[src/rtl/tetris_pkg.sv]
// tetris_pkg: shared move/state encodings and board geometry for the piece scheduler
package tetris_pkg;
  typedef enum logic [1:0] {NONE = 2'd0, LEFT = 2'd1, RIGHT = 2'd2, DOWN = 2'd3} move_dir_t;
  typedef enum logic [2:0] {S_INIT, S_SPAWN, S_IDLE, S_MOVE, S_LOCK, S_OVER} sched_state_t;
  localparam int ROWS = 20;
  localparam int COLS = 10;
endpackage

[src/rtl/move_req_arbiter.sv]
// move_req_arbiter: pending move latches with down-first, round-robin left/right select
module move_req_arbiter
  import tetris_pkg::*;
(
  input  logic       clk,
  input  logic       reset,
  input  logic       en,
  input  logic       clr_all,
  input  logic       set_left,
  input  logic       set_right,
  input  logic       set_down,
  input  logic       serve,
  input  logic [1:0] serve_dir,
  output logic       grant,
  output logic [1:0] dir
);
  logic pend_left, pend_right, pend_down, rr;
  logic eff_l, eff_r, eff_d;
  // Incoming pulses count immediately so a request in S_IDLE issues on the next cycle
  always_comb begin
    eff_l = pend_left | (en & set_left);
    eff_r = pend_right | (en & set_right);
    eff_d = pend_down | (en & set_down);
    grant = eff_l | eff_r | eff_d;
    dir = eff_d ? DOWN : (eff_l & eff_r) ? (rr ? RIGHT : LEFT) : eff_l ? LEFT : eff_r ? RIGHT : NONE;
  end
  always_ff @(posedge clk or posedge reset)
    if (reset) begin
      {pend_left, pend_right, pend_down, rr} <= '0;
    end else if (clr_all) begin
      {pend_left, pend_right, pend_down} <= '0;
    end else begin
      pend_left <= (pend_left & ~(serve & (serve_dir == LEFT))) | (en & set_left);
      pend_right <= (pend_right & ~(serve & (serve_dir == RIGHT))) | (en & set_right);
      pend_down <= (pend_down & ~(serve & (serve_dir == DOWN))) | (en & set_down);
      if (serve && (serve_dir == LEFT || serve_dir == RIGHT)) rr <= ~rr;
    end
endmodule

[src/rtl/tetris_move_scheduler.sv]
// tetris_move_scheduler: issues one piece move at a time, then locks and spawns on landing
module tetris_move_scheduler
  import tetris_pkg::*;
#(
  parameter int LOCK_DELAY = 1,
  parameter int CNT_W = 16
) (
  input  logic             clk,
  input  logic             reset,
  input  logic             start,
  input  logic             btn_left,
  input  logic             btn_right,
  input  logic             btn_down,
  input  logic             gravity_tick,
  output logic             mv_valid,
  output logic [1:0]       mv_dir,
  input  logic             mv_done,
  input  logic             mv_moved,
  output logic             lock_req,
  input  logic             lock_done,
  output logic             spawn_req,
  input  logic             spawn_done,
  input  logic             spawn_ok,
  output logic             busy,
  output logic             game_over,
  output logic [CNT_W-1:0] pieces_placed
);
  localparam int GW = $clog2(LOCK_DELAY + 1);
  sched_state_t state, nxt;
  logic [GW-1:0] gcnt, gnext;
  logic [1:0] dir_q, arb_dir;
  logic armed, grant, done_ok, lock_hit, latch_en, can_start;
  assign latch_en = state == S_IDLE || state == S_MOVE;
  assign can_start = (state == S_INIT || state == S_OVER) && start;
  // mv_done is honoured only once mv_valid has been up for a full cycle
  assign done_ok = state == S_MOVE && armed && mv_done;
  assign gnext = gcnt + GW'(1);
  assign lock_hit = dir_q == DOWN && !mv_moved && gnext == GW'(LOCK_DELAY);
  assign mv_valid = state == S_MOVE;
  assign mv_dir = mv_valid ? dir_q : NONE;
  assign lock_req = state == S_LOCK;
  assign spawn_req = state == S_SPAWN;
  assign busy = state == S_SPAWN || state == S_MOVE || state == S_LOCK;
  move_req_arbiter u_arb (
    .clk(clk),
    .reset(reset),
    .en(latch_en),
    .clr_all(done_ok && lock_hit),
    .set_left(btn_left),
    .set_right(btn_right),
    .set_down(btn_down | gravity_tick),
    .serve(done_ok),
    .serve_dir(dir_q),
    .grant(grant),
    .dir(arb_dir)
  );
  always_ff @(posedge clk or posedge reset)
    if (reset) state <= S_INIT;
    else state <= nxt;
  always_comb begin
    nxt = state;
    case (state)
      S_INIT, S_OVER: nxt = start ? S_SPAWN : state;
      S_SPAWN: nxt = spawn_done ? (spawn_ok ? S_IDLE : S_OVER) : S_SPAWN;
      S_IDLE: nxt = grant ? S_MOVE : S_IDLE;
      S_MOVE: nxt = done_ok ? (lock_hit ? S_LOCK : S_IDLE) : S_MOVE;
      S_LOCK: nxt = lock_done ? S_SPAWN : S_LOCK;
      default: nxt = S_INIT;
    endcase
  end
  always_ff @(posedge clk or posedge reset)
    if (reset) begin
      gcnt <= '0;
      dir_q <= NONE;
      armed <= 1'b0;
      game_over <= 1'b0;
      pieces_placed <= '0;
    end else begin
      armed <= state == S_MOVE;
      if (state == S_IDLE && grant) dir_q <= arb_dir;
      if (done_ok && dir_q == DOWN) gcnt <= mv_moved ? '0 : gnext;
      if (state == S_SPAWN && spawn_done && !spawn_ok) game_over <= 1'b1;
      if (state == S_LOCK && lock_done) begin
        pieces_placed <= pieces_placed + CNT_W'(1);
        gcnt <= '0;
      end
      if (can_start) begin
        pieces_placed <= '0;
        gcnt <= '0;
        game_over <= 1'b0;
      end
    end
endmodule

[config.mk]
export PLATFORM = sky130hd
export DESIGN_NAME = tetris_move_scheduler
export DESIGN_NICKNAME = d
export VERILOG_FILES = /design/src/rtl/tetris_pkg.sv /design/src/rtl/move_req_arbiter.sv /design/src/rtl/tetris_move_scheduler.sv
export SDC_FILE = /design/constraint.sdc
export NUM_CORES = 1
export LEC_CHECK = 0
export ABC_AREA = 1
export BUFFER_PORTS_ARGS = -buffer_cell sky130_fd_sc_hd__buf_2
export CAP_MARGIN = 20
export CORE_MARGIN = 2
export CORE_UTILIZATION = 49
export CTS_CLUSTER_DIAMETER = 120
export CTS_CLUSTER_SIZE = 10
export DETAILED_ROUTE_END_ITERATION = 10
export GPL_TIMING_DRIVEN = 0
export PLACE_DENSITY = 0.77
export REMOVE_ABC_BUFFERS = 1
export SYNTH_ARGS = -nofsm -noshare
export SYNTH_HDL_FRONTEND = slang
export SYNTH_SLANG_ARGS = --single-unit
export TNS_END_PERCENT = 50
[constraint.sdc]
create_clock -name clk -period 1.3 [get_ports clk]
set_input_delay 0.26 -clock clk [delete_from_list [all_inputs] [get_ports clk]]
set_output_delay 0.26 -clock clk [all_outputs]
set_load 0.01 [all_outputs]
==> results of run 1 <==
-- kinds of logic (layout without fill, tap and decap cells) --
group / after synthesis / count (layout)
adders and majority gates: 4 / 4
AOI/OAI and AO/OA: 22 / 22
and+or+nand+nor: 152 / 153
DFF: 28 / 28
buffers and inverters: 35 / 98
-- worst max-delay path, delay by kind of cell, from the launching register on --
kind          cells  cell delay [ps]
simple gates      1              190
flops             1              450
buf+inv           2              340
-- routing by layer --
metal,share of wire,wire length (um),vias to the layer above
met3,0.055,271,10
met5,0,0,-
li1,-,-,896
met2,0.51,2520,71
met1,0.41,2030,851
met4,0.019,95,0
-- cell type report --
cell class	count	area, sq um	area share
Tap cell	46	57.6	0.0234
Multi-Input combinational cell	179	1090	0.443
Sequential cell	28	709	0.289
Timing Repair Buffer	61	430	0.175
Clock buffer	3	22.5	0.00917
Inverter	34	148	0.0601
-- cells in the final DEF (no fill, tap or decap), types with 2 or more instances in the layout --
master / netlist / layout
dfrtp_2: 0 / 7
buf_4: 1 / 18
a21oi_1: 7 / 5
nand3_2: 0 / 5
nand2_8: 0 / 3
nand4_1: 6 / 6
nor2_2: 1 / 6
nand3_1: 17 / 11
o21ai_2: 0 / 2
o21ai_1: 3 / 4
nand2_4: 2 / 6
buf_6: 0 / 6
a21oi_2: 0 / 2
nor2_4: 3 / 6
buf_2: 0 / 34
nor2_1: 39 / 31
inv_4: 0 / 3
ha_1: 4 / 4
nand2_2: 4 / 9
clkbuf_4: 0 / 3
o21ai_0: 6 / 3
nand2_1: 73 / 62
nand3_4: 2 / 3
inv_1: 30 / 28
dfrtp_1: 28 / 21
o21bai_1: 3 / 3
-- metrics by stage --
step | util | worst slack (ps) | cells | hold slack (ps) | power (mW)
3_5_place_dp | 0.578 | -229 | 320 | 502 | 2.32
6_report | 0.730 | -266 | 351 | 226 | 3.65
3_3_place_gp | 0.578 | -197 | 320 | 480 | 2.30
2_1_floorplan | - | -28.4 | 240 | 325 | 2.02
5_1_grt | 0.730 | -342 | 351 | 241 | 3.90
4_1_cts | 0.679 | -246 | 344 | 200 | 3.37
-- state kept, by name (all words and copies together), names as in the netlist --
| signal | cells |
|---|---|
| u_arb.pend_left | 1 |
| u_arb.pend_down | 1 |
| dir_q | 2 |
| u_arb.rr | 1 |
| pieces_placed | 16 |
| armed | 1 |
| u_arb.pend_right | 1 |
| state | 3 |
| gcnt | 1 |
| game_over | 1 |
-- where the power goes --
part           leakage, nW  internal (mW)  switching, mW
Clock               0.0138          0.109          0.258
Combinational        0.893          0.909           1.17
Sequential           0.353           1.03          0.174
Total                 1.26           2.05           1.61
-- timing repair --
item                                    4_1_cts  5_1_grt
cloned                                        1        0
pin swaps                                    16       15
resized for setup                            42       29
hold endpoints to repair                      0       12
buffers inserted                             20        6
hold buffers                                  0        1
endpoints found under the setup margin       32       38
-- worst min path at each step --
| stage | cells past startpoint | slack, ps | startpoint | end |
|---|---|---|---|---|
| 3_5_place_dp | 2 | 500 | game_over$_DFFE_PP0P_ | game_over$_DFFE_PP0P_ |
| 4_1_cts | 2 | 200 | reset | pieces_placed[14]$_DFFE_PP0P_ |
| 5_1_grt | 3 | 240 | spawn_done | state[1]$_DFFE_PP0P_ |
| 6_report | 3 | 230 | spawn_done | state[1]$_DFFE_PP0P_ |
| 3_3_place_gp | 2 | 480 | game_over$_DFFE_PP0P_ | game_over$_DFFE_PP0P_ |
| 2_1_floorplan | 1 | 330 | reset | armed$_DFF_PP0_ |
==> results.yml, run 1 <==
outcome:
  status: "finished with violations"
  violations: "setup timing"
power_and_ir_drop:
  p_leak_nw: 1.26
  ir_worst_vdd_uv: 1020
  power_density_nw_per_um2: 1490
synthesis:
  synth-xor-area-share: 0
  netlist_instances: 241
  synth_edf_count: 0
  ys.warnings.count: 0
  syn_area_per_cell_sq_um: 7.16
  synth_adder_area_share: 0.0290
  synth_compound_area_frac: 0.0725
  synth_cell_types: 26
  yosys.area.top_type_share: 0.406
  yosysTopAreaCell: "dfrtp_1"
  synth_top_family_by_area: "simple AND/OR/NAND/NOR gates"
  synthTopCellsByArea: "dfrtp_1, nand2_1, nor2_1, inv_1, nand3_1"
  synth_commonest_cells: "nand2_1, nor2_1, inv_1, dfrtp_1, nand3_1"
  yosysMostFrequentCell: "nand2_1"
  ys_ff_latch: 28
  ys_seq_area_frac: 0.406
  yosys.area_share.simple: 0.413
  synth_mux_area_frac: 0
  syn-cell-area_sq_um: 1730
  asyncSetResetFlopFracSynth: 1.00
  ys.flop_type: "dfrtp_1"
critical_path:
  r2r_cells: 10
  r2r_slack_ps: -190
  path_cells: "buf_4, nor3_4, buf_2"
  start_kind: "register"
  reg2reg_to: "pieces_placed[1]$_DFFE_PP0P_"
  cp-endpoint: "spawn_req"
  cp.arrival_ps: 1310
  crit_type: "reg -> out"
  required_ps: 1040
  crit_start: "state[2]$_DFFE_PP0P_"
  slowest_stage: "dfrtp_2"
  worst_path_largest_cell_delay_ps: 450
  regToRegStartpoint: "state[1]$_DFFE_PP0P_"
  worst_setup_path_end_kind: "output port"
  critical_path.max_fanout: 5
global_route:
  track_usage: 0.240
  grt_pass1_vias: 1725
  grtUsageMet3: 0.0304
  gr-total-overflow: 0
  antenna_found_initial: 0
  gr-max-usage-layer: "met2"
  grtUsageMet2: 0.404
  grt_max_degree: 29
  grt_pass1_wl_mm: 7.56
  use_met1: 0.317
die:
  rows: 21
  fp.dieW_um: 63.3
  coreArea_sq_um: 3360
  start_util: 0.513
  die_height_um: 63.3
  pin_count: 35
  die_area_sq_um: 4010
cells_and_area:
  drive_above_1_share: 0.400
  antenna_cells: 0
  area_growth_pct: 42.3
  fillers: 264
  final_area_sq_um: 2450
  nets: 323
place:
  gp_routability_congestion: 0.822
  dpl_cell_area_sq_um: 1950
  portBuffers: 34
  dpl.hpwl_mm: 2.71
cts:
  insertion_delay_ps: 330
  clock-root-buffer: "clkbuf_4"
  numCtsBuffers: 3
  clk_pin_slew_ps: 150
  cts_num_sinks: 28
  htree_levels: 1
  cts_tree: "done"
  cts_buffer_depth: 2
min_path:
  hold_class: "in -> reg"
routing:
  drt_pass1_iterations: 4
  wl_per_cell_um: 14.0
  viasPerCell: 5.21
  ant_nets: 0
  num_vias: 1828
  drc: 0
  drtIter0Drc: 103
  wirelength_mm: 4.92
sta:
  final.min_clock_period_ps: 1570
  fin_crit_sh: 1.20
  worst_slack_ps: -266
  rsz0062_at_grt: "true"
  tightest_slew_ps: 580
  maxSlewHeadroom: 0.613
  slew_viol_final: 0
  max_freq_mhz: 638
  hold_viol_final: 0
  finalSetupTns_ps: -4480
  finalSetupViolCount: 33
  finClkSkew_ps: 1.94
job:
  drv_cap: 0
(Power assumes the default switching activity.)
==> inputs of run 2 (changes only) <==
--- a/config.mk
+++ b/config.mk
@@ -9,12 +9,12 @@
 export BUFFER_PORTS_ARGS = -buffer_cell sky130_fd_sc_hd__buf_2
 export CAP_MARGIN = 20
 export CORE_MARGIN = 2
-export CORE_UTILIZATION = 49
+export CORE_UTILIZATION = 41
 export CTS_CLUSTER_DIAMETER = 120
 export CTS_CLUSTER_SIZE = 10
 export DETAILED_ROUTE_END_ITERATION = 10
 export GPL_TIMING_DRIVEN = 0
-export PLACE_DENSITY = 0.77
+export PLACE_DENSITY = 0.67
 export REMOVE_ABC_BUFFERS = 1
 export SYNTH_ARGS = -nofsm -noshare
 export SYNTH_HDL_FRONTEND = slang
==> results.yml, run 2 (synthesized netlist as in run 1, its figures left out) <==
cells_and_area:
  fillers: 350
  final_area_sq_um: 2560
  final_common_cell: "nand2_1"
  seqCellArea_sq_um: 706
  multi_input_area_sq_um: 1120
  largest_reg_flops: 16
  regMostFlops: "pieces_placed"
  fin_cells: 356
  nets: 323
  reg_top3: "pieces_placed (16), state (3), dir_q (2)"
  area_growth_pct: 48.7
  drive_above_1_share: 0.402
  antenna_cells: 0
  mostFrequentLayoutCells: "nand2_1, buf_2, nor2_1"
job:
  drv_cap: 0
cts:
  clock-root-buffer: "clkbuf_8"
  cts_buffer_depth: 2
  htree_levels: 1
  clk_pin_slew_ps: 100
  numCtsBuffers: 3
  insertion_delay_ps: 280
  cts_num_sinks: 28
  cts_tree: "done"
place:
  gp_routability_congestion: 0.815
  portBuffers: 34
  dpl.hpwl_mm: 2.93
  dpl_cell_area_sq_um: 1980
  place_inst: 325
global_route:
  gr-max-usage-layer: "met2"
  grt_pass1_vias: 1503
  grtUsageMet3: 0.0227
  track_usage: 0.196
  use_met1: 0.294
  grt_max_degree: 21
  grtUsageMet2: 0.297
  grt_pass1_wl_mm: 6.93
  gr-total-overflow: 0
  antenna_found_initial: 0
die:
  die_area_sq_um: 4740
  pin_count: 35
  coreArea_sq_um: 4030
  start_util: 0.428
  die_height_um: 68.9
  rows: 23
  fp.dieW_um: 68.9
routing:
  drtIter0Drc: 104
  wirelength_mm: 4.54
  ant_nets: 0
  wl_per_cell_um: 12.7
  viasPerCell: 4.99
  drc: 0
  num_vias: 1776
  drt_pass1_iterations: 4
power_and_ir_drop:
  power_density_nw_per_um2: 1590
  finalPower_mw: 4.07
  ir_worst_vdd_uv: 612
  p_leak_nw: 1.28
critical_path:
  critical_path.max_fanout: 5
  start_kind: "register"
  worst_setup_path_end_kind: "output port"
  required_ps: 1040
  cp.arrival_ps: 1240
  crit_type: "reg -> out"
sta:
  finalSetupViolCount: 33
  max_freq_mhz: 668
  slew_viol_final: 0
  maxSlewHeadroom: 0.702
  tightest_slew_ps: 446
  holdWs_ps: 258
  fin_crit_sh: 1.15
  worst_slack_ps: -198
  final.min_clock_period_ps: 1500
  hold_viol_final: 0
  rsz0062_at_grt: "true"
  finClkSkew_ps: 6.45
outcome:
  status: "finished with violations"
  violations: "setup timing"
min_path:
  hold_class: "in -> reg"
-- run 2: worst paths after layout --
kind / cells after the start / slack, ps / startpoint / endpoint
max: 4 / -200 / state[1]$_DFFE_PP0P_ / busy
min: 3 / 260 / spawn_done / state[1]$_DFFE_PP0P_
max reg2reg: 8 / -190 / state[1]$_DFFE_PP0P_ / pieces_placed[14]$_DFFE_PP0P_
min reg2reg: 2 / 530 / game_over$_DFFE_PP0P_ / game_over$_DFFE_PP0P_
max in group asynchronous: 4 / 330 / reset / state[0]$_DFFE_PP0P_
min in group asynchronous: 3 / 510 / reset / pieces_placed[9]$_DFFE_PP0P_
-- run 2: routing by layer --
metal / part of all wire / vias up
met1: 0.48 / 845
met5: 0 / -
li1: - / 900
met3: 0.032 / 2
met2: 0.48 / 29
met4: 0.0060 / 0
-- run 2: area by class of cell --
| type | count | share of cell area |
|---|---|---|
| Clock inverter | 1 | 0.0117 |
| Clock buffer | 3 | 0.0161 |
| Tap cell | 50 | 0.0244 |
| Timing Repair Buffer | 61 | 0.180 |
| Sequential cell | 28 | 0.275 |
| Inverter | 34 | 0.0566 |
| Multi-Input combinational cell | 179 | 0.436 |
-- run 2: power by group --
part	internal, mW	total (mW)	switching, mW
sequential	1.03	1.22	0.186
clock	0.413	0.706	0.294
combinational	0.978	2.15	1.17
total	2.42	4.07	1.65
-- run 2: critical path, stage by stage, from the launching register on --
cell and delay (ps):
dfrtp_2 510, nor2_4 160, nand2_2 90, o21ai_1 70, buf_2 130
-- run 2: through the flow --
stage          setup slack (ps)  setup TNS (ps)   util
2_1_floorplan             -28.4           -93.6      -
3_3_place_gp               -224           -2460  0.484
5_1_grt                    -286           -6390  0.637
3_5_place_dp               -284           -2760  0.491
6_report                   -198           -3840  0.637
4_1_cts                    -211           -3650  0.603
-- run 2: timing repair --
item,in CTS,in global routing
endpoints found under the hold margin,8,0
setup buffers,20,5
pin swaps,13,12
hold buffers,1,0
cloned,1,0
setup endpoints to repair,32,34
resized for setup,50,27
